**src/rtl/priority_encoder_pipe.sv**
```systemverilog
// Pipelined priority encoder with valid/ready on both sides; fixed-priority or round-robin search.
// Optional macro ENC_MULTIHOT_CHK_EN adds a registered out_multi flag (two or more requests seen).
module priority_encoder_pipe #(
   parameter int WIDTH      = 8,
   parameter int MODE       = 0,
   parameter int LSB_FIRST  = 1,
   localparam int IDX_W     = $clog2(WIDTH)
) (
   input  logic             clk,
   input  logic             rst_n,
   input  logic [WIDTH-1:0] in,
   input  logic             in_valid,
   output logic             in_ready,
   output logic [IDX_W-1:0] out,
   output logic             out_none,
   output logic             out_valid,
`ifdef ENC_MULTIHOT_CHK_EN
   output logic             out_multi,
`endif
   input  logic             out_ready
);

   logic [IDX_W-1:0] outIdx_q;
   logic             outNone_q;
   logic             outValid_q;
   logic [IDX_W-1:0] ptr_q;
   logic [IDX_W-1:0] ptr_d;
   logic [IDX_W-1:0] encIdx;
   logic [IDX_W-1:0] rotOffset;
   logic [IDX_W:0]   rotSum;
   logic [WIDTH-1:0] rotVec;
   logic             anyReq;
   logic             accept;

   assign anyReq   = |in;
   assign in_ready = !outValid_q || out_ready;
   assign accept   = in_valid && in_ready;

   // Round-robin: rotate so ptr lands on bit 0, find the lowest set bit, then map back modulo WIDTH.
   always_comb begin
      rotVec    = WIDTH'({in, in} >> ptr_q);
      rotOffset = '0;
      for (int i = WIDTH - 1; i >= 0; i--) begin
         if (rotVec[i]) rotOffset = IDX_W'(i);
      end
      rotSum = {1'b0, ptr_q} + {1'b0, rotOffset};
      if (rotSum >= (IDX_W+1)'(WIDTH)) rotSum = rotSum - (IDX_W+1)'(WIDTH);
   end

   always_comb begin
      encIdx = '0;
      if (MODE == 1) begin
         encIdx = rotSum[IDX_W-1:0];
      end else if (LSB_FIRST != 0) begin
         for (int i = WIDTH - 1; i >= 0; i--) begin
            if (in[i]) encIdx = IDX_W'(i);
         end
      end else begin
         for (int i = 0; i < WIDTH; i++) begin
            if (in[i]) encIdx = IDX_W'(i);
         end
      end
      if (!anyReq) encIdx = '0;
   end

   // The pointer wraps at WIDTH-1, not at the top of its binary range.
   always_comb begin
      ptr_d = ptr_q;
      if (MODE == 1 && accept && anyReq) begin
         ptr_d = (encIdx == IDX_W'(WIDTH - 1)) ? '0 : encIdx + 1'b1;
      end
   end

   always_ff @(posedge clk or negedge rst_n) begin
      if (!rst_n) begin
         ptr_q <= '0;
      end else begin
         ptr_q <= ptr_d;
      end
   end

   always_ff @(posedge clk or negedge rst_n) begin
      if (!rst_n) begin
         outIdx_q   <= '0;
         outNone_q  <= 1'b0;
         outValid_q <= 1'b0;
      end else if (accept) begin
         outIdx_q   <= encIdx;
         outNone_q  <= !anyReq;
         outValid_q <= 1'b1;
      end else if (out_ready) begin
         outValid_q <= 1'b0;
      end
   end

`ifdef ENC_MULTIHOT_CHK_EN
   logic outMulti_q;
   logic multiHot;

   // Clearing the lowest set bit leaves something only when two or more bits were set.
   assign multiHot = |(in & (in - 1'b1));

   always_ff @(posedge clk or negedge rst_n) begin
      if (!rst_n) begin
         outMulti_q <= 1'b0;
      end else if (accept) begin
         outMulti_q <= multiHot;
      end
   end

   assign out_multi = outMulti_q;
`endif

   assign out       = outIdx_q;
   assign out_none  = outNone_q;
   assign out_valid = outValid_q;

endmodule
```
**config.mk**
```make
export PLATFORM = sky130hd
export DESIGN_NAME = priority_encoder_pipe
export DESIGN_NICKNAME = d
export VERILOG_FILES = /design/src/rtl/priority_encoder_pipe.sv
export SDC_FILE = /design/constraint.sdc
export NUM_CORES = 1
export LEC_CHECK = 0
export ABC_AREA = 1
export CAP_MARGIN = 30
export CORE_AREA = 2 2 39 41
export CTS_CLUSTER_DIAMETER = 50
export CTS_CLUSTER_SIZE = 24
export DETAILED_ROUTE_END_ITERATION = 10
export DIE_AREA = 0 0 41 43
export DONT_BUFFER_PORTS = 1
export SYNTH_ARGS = -nofsm -noshare
export SYNTH_HDL_FRONTEND = slang
export SYNTH_SLANG_ARGS = --single-unit
```
**constraint.sdc**
```tcl
create_clock -name clk -period 1.14 [get_ports clk]
set_clock_uncertainty 0.15 [all_clocks]
set_input_delay 0.114 -clock clk [delete_from_list [all_inputs] [get_ports clk]]
set_output_delay 0.114 -clock clk [all_outputs]
set_load 0.05 [all_outputs]
```
# Word-level counts from Yosys, hierarchy flattened
# Index checks and enable logic that the tools add are counted.
dict set report word_totals {
  regBits 5
  input_bits 12
  output_inout_bits 6
  word_cells 20
}
dict set report classes {
  n_mux 11
  reduce_logical 6
}
# op n
set op_table {}
lappend op_table {{2-to-1 mux 3 bit} 9}
lappend op_table {{OR reduction 8 bit} 1}
lappend op_table {{logical NOT 1 bit} 2}
lappend op_table {{2-to-1 mux 1 bit} 2}
lappend op_table {{nonzero test 2 bit} 1}
lappend op_table {{logical AND 1 bit} 1}
lappend op_table {{logical OR 1 bit} 1}

# Depth between registers and ports, before layout
# Gate-level depths: netlist (run 1).
dict set report depth {
  depth_word 9
  mapped_depth 9
  mapped_depth_nobuf 9
}

# Worst setup path after synthesis (run 1)
# OpenSTA, ideal clock, no wires.
dict set report synth_path {
  path_type {reg-to-reg}
  startpoint {register outValid_q, in the netlist out_valid}
  endpoint {register outIdx_q[2], in the netlist out[2]}
  setup_ps 121
  arrival_time_ps 1248
  required_ps 869
  slack_ps -379
  path_stages_with_launch 5
  n_path_buf 0
  synth_period_minus_slack_ps 1519
  path_cell_list {dfrtp_1 -> nand2_4 -> nand2_4 -> nor2_1 -> a22o_2}
}
dict set report synth_between {
  elab_chain_cells 3
}
# element line
set synth_lines {}
lappend synth_lines {{from (decl)} 25} ;# logic outValid_q;
lappend synth_lines {{from (signal assigned)} 86} ;# outValid_q <= 1'b0;
lappend synth_lines {{from (signal assigned)} 90} ;# outValid_q <= 1'b1;
lappend synth_lines {{from (signal assigned)} 92} ;# outValid_q <= 1'b0;
lappend synth_lines {{logical NOT 1 bit} 36} ;# assign in_ready = !outValid_q || out_ready;
lappend synth_lines {{logical OR 1 bit} 36}
lappend synth_lines {{named net in_ready} 13} ;# output logic in_ready,
lappend synth_lines {{logical AND 1 bit} 37} ;# assign accept = in_valid && in_ready;
lappend synth_lines {{to (signal assigned)} 88} ;# outIdx_q <= encIdx;
lappend synth_lines {{to (decl)} 23} ;# logic [IDX_W-1:0] outIdx_q;
# The timed path passes the listed nets, and every way through them passes these cells.
# A chain may end at the register's enable or synchronous reset.

# Worst setup path after layout (run 1)
dict set report layout_path {
  startpoint {register outValid_q, in the netlist out_valid}
  endpoint {output port in_ready}
}
dict set report layout_between {
  elab_chain_cells 2
}
# element line
set layout_lines {}
lappend layout_lines {{logical NOT 1 bit} 36}
lappend layout_lines {{logical OR 1 bit} 36}
lappend layout_lines {{to (decl)} 13}
# Every way passes these cells.

==> flow_summary.toml, run 1 <==
[grt]
grt_start_max_net_pins = 10
grt_pass1_wl_um = 993
grt_usage_pct = 9.26
antenna_found_initial = 0
top_usage_layer = "met4"
use_met3_pct = 3.66
grt_pass1_vias = 246
use_met1_pct = 10.4
gr-total-overflow = 0
grt_use_met2_pct = 10.0

[logic_synthesis]
synth_area_sq_um = 299
synth.net_count = 52
synth.area.mux_share_pct = 0
ys_seq_area_share_pct = 41.8
yosysWarnings = 0
synth_fa_ha_area_share_pct = 0
synth-compound-area-share_pct = 11.7
syn_inst = 40
syn_area_per_cell_sq_um = 7.48
synth_simple_gate_area_share_pct = 37.7
synth_top_family_by_area = "simple AND/OR/NAND/NOR gates"
ys_seq_elements = 5
synth_xor_area_share_pct = 0
ys_types = 12

[pwr]
clock_power_share_pct = 35.1
switching_share_pct = 33.6
leakage_nw = 0.254
p_comb_share_pct = 30.1
switchingPower_mw = 0.197
power_density_nw_per_um2 = 1230
p_int_mw = 0.390
vdd.ir_drop.worst_mv = 0.345
p_seq_share_pct = 34.9

[status]
status = "finished with violations"
violations = "negative hold slack, negative setup slack"

[floorplanning]
fp-row-count = 14
start_util_pct = 21.6
die_w_um = 41
coreArea_sq_um = 1380
die_h_um = 43
num_io_pins = 18
die-area_sq_um = 1760

[route]
post_drt_via_cell_ratio = 4.20
wire_per_inst_um = 8.43
route.detailed.drc = 0
first_iter_violations = 2
wl_um = 590
first_pass_iters = 3
vias = 294
ant_nets = 0

[critical_path]
critPathKind = "flop to output port"
critical-path-slowest-cell = "dfrtp_2"
cp-startpoint = "out_valid$_DFFE_PN0P_"
cp_data_arrival_time_ns = 0.91
crit_path_start_kind = "flop"
cp-end-kind = "output port"
r2r-start = "out_valid$_DFFE_PN0P_"
path_cells = "nand2_8, buf_12"
critPathRequiredTime_ns = 0.88
slowest_delay_ns = 0.44
worstPathMaxFanout = 2

[timing]
min_period_ns = 1.17
rsz0062_at_grt = "true"
setup_slack_ns = -0.0306
fmax_ghz = 0.854
finalMaxSlewViolations = 0
hold_viol = 3
hold_slack_ns = -0.106
timing.final.crit_share_pct = 103
tns_ns = -0.0357
setup_violations = 2
slew_headroom_pct = 84.5
worst_pin_slew_ns = 0.231

[placement]
globalplace.congestion = 0.684
hpwl_um = 483
dpl.cell_count = 62
portBuffers = 0

[cells_and_area]
drive_gt1_share_pct = 33.3
final_nets = 67
stdcell_count = 70
area_growth_syn_to_layout_pct = 60.3
fill_cells = 152
antenna_cells = 0

[clock_tree]
cts_hold_buffers = 4
htreeDepth = 1
cts_root_buffer = "clkbuf_4"
cts_sinks = 5
cts_tree = "yes"
cts_buffers = 3
path_clk_slew_ns = 0.05
clockBufferDepth = 2
worstSkewPairLatency_ns = 0.24

[run]
maxCapViolCount = 0

[worst_hold_path]
hold_path_startpoint = "in[0]"
hp-class = "input pin to flop"
[kinds of logic (layout without fill, tap and decap cells)]
| group | after synthesis | after routing |
|---|---|---|
| AOI/OAI and AO/OA | 5 | 5 |
| and+or+nand+nor | 23 | 23 |
| DFF | 5 | 5 |
| buffers and inverters | 7 | 21 |
[metal layers]
layer / vias up / share of wire [%]
met4: 0 / 2.4
met3: 2 / 11
met1: 123 / 41
li1: 151 / -
met2: 18 / 46
met5: - / 0
[Yosys cell counts]
master | instances | area [sq um]
dfrtp_1 | 5 | 125
a22o_2 | 1 | 10.0
nand2_4 | 2 | 22.5
o21ai_0 | 1 | 5.00
o21ai_1 | 1 | 5.00
nor2_2 | 2 | 12.5
o31ai_1 | 1 | 7.51
nand3_2 | 1 | 10.0
nand2_1 | 15 | 56.3
o21a_1 | 1 | 7.51
inv_1 | 7 | 26.3
nor2_1 | 3 | 11.3
[repair_timing]
action,4_1_cts,5_1_grt
setup buffers,0,0
resized for setup,3,6
endpoints found under the setup margin,2,5
pin swaps,1,2
endpoints found under the hold margin,10,3
[final cells by class]
cell class,count,area [sq um],share of cell area (%)
Multi-Input combinational cell,28,175,36.6
Timing Repair Buffer,10,105,21.9
Sequential cell,5,126,26.4
Inverter,7,26.3,5.48
Clock buffer,4,26.3,5.48
Tap cell,16,20.0,4.18
[worst paths after layout]
| path | slack [ns] | end | cells after the start |
|---|---|---|---|
| max in group asynchronous | 0.62 | out_valid$_DFFE_PN0P_ | 1 |
| min in group asynchronous | 0.01 | out[2]$_DFFE_PN0P_ | 1 |
| min | -0.11 | out[1]$_DFFE_PN0P_ | 3 |
| min reg2reg | 0.33 | out_none$_DFFE_PN0P_ | 2 |
| max reg2reg | 0.02 | out[2]$_DFFE_PN0P_ | 3 |
| max | -0.03 | in_ready | 2 |
[placed cells by master (no fill, tap or decap)]
cell type / synthesis / final
a22o_2: 1 / 1
buf_12: 0 / 1
buf_4: 0 / 5
clkbuf_1: 0 / 1
clkbuf_4: 0 / 3
dfrtp_1: 5 / 4
dfrtp_2: 0 / 1
dlygate4sd3_1: 0 / 1
dlymetal6s4s_1: 0 / 3
inv_1: 7 / 7
nand2_1: 15 / 14
nand2_2: 0 / 1
nand2_8: 0 / 2
nand3_2: 1 / 1
nor2_1: 3 / 2
nor2_2: 2 / 2
nor2_4: 0 / 1
o21a_1: 1 / 1
o21ai_0: 1 / 1
o21ai_1: 1 / 1
o31ai_1: 1 / 1
[critical path: cells and delay by family, from the launching register on]
kind / cells / cell delay, ns
and+or+nand+nor: 1 / 0.09
DFF: 1 / 0.44
buffers and inverters: 1 / 0.14
[registers in the layout, indices dropped and copies added, names as in the netlist]
| name | count |
|---|---|
| out | 3 |
| out_valid | 1 |
| out_none | 1 |
[metrics by stage]
step | power, mW | instance area (sq um) | utilization [%] | hold WS (ns) | worst slack (ns)
after global routing | 0.635 | 479 | 34.6 | -0.103 | -0.0648
after floorplan | 0.321 | 318 | - | -0.332 | -0.163
after global placement | 0.356 | 383 | 27.7 | -0.331 | 0.0494
final | 0.588 | 479 | 34.6 | -0.106 | -0.0306
after CTS | 0.594 | 462 | 33.4 | -0.113 | -0.0407
after detailed placement | 0.358 | 383 | 27.7 | -0.331 | 0.0399
[power by group through the flow]
stage          Clock [mW]  Combinational [mW]  Sequential [mW]
4_1_cts             0.214               0.174            0.205
6_report            0.206               0.177            0.205
2_1_floorplan           0              0.0641            0.257
3_3_place_gp            0               0.148            0.208
3_5_place_dp            0               0.150            0.208
5_1_grt             0.236               0.192            0.207
(Power assumes the default switching activity.)
==> inputs of run 2 (changes only) <==
Settings changed: ABC_AREA 1 to 0, PLACE_DENSITY_LB_ADDON set to 0.05.
Clock period 1.14 ns to 1.15 ns, I/O delays scaled along.
==> run 2 against run 1 <==
Effect of this change: power down 1.4%; global-route usage up 0.90 points; critical endpoint is now out[0]$_DFFE_PN0P_; flip-flop and latch count did not move; largest cell class unchanged; cell area decreased by 9.1%; the flow still finishes with violations (negative hold slack, negative setup slack).
==> flow_summary.toml, run 2 <==
[grt]
grt_usage_pct = 10.2
grt_pass1_vias = 300
gr-total-overflow = 0
grt_start_max_net_pins = 6
grt_pass1_wl_um = 1150
antenna_found_initial = 0

[cells_and_area]
fill_cells = 159
drive_gt1_share_pct = 38.1
regArea_sq_um = 126
layout_common_cells = "buf_4, nor2_1, dfrtp_1"
final_common_cell = "buf_4"
multiInputGateArea_sq_um = 154
final_nets = 55
fin_area_sq_um = 435
largest_reg_flops = 3
area_growth_syn_to_layout_pct = 65.7
antenna_cells = 0

[pwr]
vdd.ir_drop.worst_mv = 0.360
leakage_nw = 0.194
switchingPower_mw = 0.190
power_density_nw_per_um2 = 1330
p_comb_share_pct = 30.0
p_seq_share_pct = 35.2
clock_power_share_pct = 34.8
p_int_mw = 0.389
switching_share_pct = 32.8

[route]
vias = 268
first_iter_violations = 3
first_pass_iters = 2
ant_nets = 0
route.detailed.drc = 0
wl_um = 678
post_drt_via_cell_ratio = 4.62
wire_per_inst_um = 11.7

[status]
violations = "negative hold slack, negative setup slack"
status = "finished with violations"

[timing]
hold_viol = 2
hold_slack_ns = -0.0331
slew_headroom_pct = 78.8
rsz0062_at_grt = "true"
min_period_ns = 1.18
setup_violations = 3
finalMaxSlewViolations = 0
timing.final.crit_share_pct = 102
worst_pin_slew_ns = 0.316
setup_slack_ns = -0.0286
fmax_ghz = 0.848

[floorplanning]
coreArea_sq_um = 1380
die_w_um = 41
start_util_pct = 19.0
num_io_pins = 18
fp-row-count = 14
die-area_sq_um = 1760
die_h_um = 43

[placement]
place_area_sq_um = 357
pre_cts_ws_ns = -0.00159
portBuffers = 0
hpwl_um = 540
globalplace.congestion = 0.618

[logic_synthesis]
synth_common_cells = "dfrtp_1, nor2_1"
synth.top_cell.area_share_pct = 47.6
synth_edf_count = 0
yosysTopAreaCell = "dfrtp_1"
syn_inst = 27
synth_area_leaders = "dfrtp_1, o31ai_1, nor4_4, a32o_1, a21oi_1"
ys_types = 11
ys.flop_type = "dfrtp_1"
yosysWarnings = 0
synth_most_common_cell = "dfrtp_1"
ys_seq_area_share_pct = 47.6
synth.net_count = 39
synthArstFlopShare_pct = 100
syn_area_per_cell_sq_um = 9.73
ys_seq_elements = 5
synth_area_sq_um = 263

[clock_tree]
cts_sinks = 5
worstSkewPairLatency_ns = 0.24
cts_hold_buffers = 3
cts_buffers = 3
path_clk_slew_ns = 0.05
clockBufferDepth = 2
htreeDepth = 1
cts_root_buffer = "clkbuf_4"
cts_tree = "yes"

[critical_path]
crit_path_start_kind = "input pin"
cp_data_arrival_time_ns = 1.15
worstPathMaxFanout = 5
critPathKind = "input pin to flop"
critPathRequiredTime_ns = 1.13
cp-end-kind = "flop"

[worst_hold_path]
hp-class = "input pin to flop"

[run]
maxCapViolCount = 0
run 2: cell type report:
| class | instances | area share, % |
|---|---|---|
| sequential | 5 | 29.0 |
| tap | 16 | 4.60 |
| clock buffer | 4 | 6.03 |
| multi-input combinational | 19 | 35.3 |
| inverter | 3 | 2.59 |
| timing repair buffer | 11 | 22.4 |
run 2: worst max-delay path, cell delays in order:
cell and delay [ns]:
dlygate4sd3_1 0.60, nand2_4 0.12, a31oi_4 0.05, a32o_1 0.27
run 2: per-layer routing:
metal  global-route usage [%]  wire length [um]  vias up
met2                     13.4               331       17
met4                     10.0                 0        0
li1                         -                 -      129
met3                     3.66                82        0
met1                     11.7               264      122
met5                        0                 0        -
run 2: repair_timing:
action / CTS / global route
setup buffers: 1 / 1
gates resized for setup: 2 / 0
pin swaps: 0 / 1
endpoints found under the setup margin: 3 / 4
cloned: 0 / 0
hold endpoints to repair: 10 / 2
run 2: cell families (layout without fill, tap and decap cells):
logic type             count (synthesis)  in the layout  synth area share (%)
DFF                                    5              5                  47.6
AOI/OAI and AO/OA                      9              9                  24.3
buffers and inverters                  3             18                  4.29
and+or+nand+nor                       10             10                  23.8
run 2: final timing paths:
path                                  startpoint                     to  slack (ns)  cells after the start
setup / recovery                        in_valid     out[0]$_DFFE_PN0P_       -0.03                      4
hold / removal                             in[3]     out[2]$_DFFE_PN0P_       -0.03                      3
setup reg to reg           out_valid$_DFFE_PN0P_     out[1]$_DFFE_PN0P_       -0.02                      4
hold reg to reg               out[2]$_DFFE_PN0P_     out[2]$_DFFE_PN0P_        0.34                      2
max in group asynchronous                  rst_n  out_valid$_DFFE_PN0P_        0.61                      1
min in group asynchronous                  rst_n   out_none$_DFFE_PN0P_        0.02                      1
run 2: power groups by stage:
stage	clock, mW	sequential, mW	combinational [mW]
after global placement	0	0.205	0.151
final	0.202	0.204	0.174
after global routing	0.227	0.206	0.185
after floorplan	0	0.264	0.0536
after detailed placement	0	0.207	0.151
after CTS	0.208	0.204	0.172
run 2: per-stage QoR:
step                TNS (ns)  total power, mW  instances  hold slack [ns]  util (%)
global placement           0            0.356         49           -0.330      25.8
floorplan             -0.740            0.318         27           -0.331         -
finish               -0.0727            0.579         58          -0.0331      31.5
detailed placement  -0.00159            0.358         49           -0.330      25.8
global route          -0.233            0.619         58          -0.0267      31.5
CTS                  -0.0732            0.584         57          -0.0489      30.9
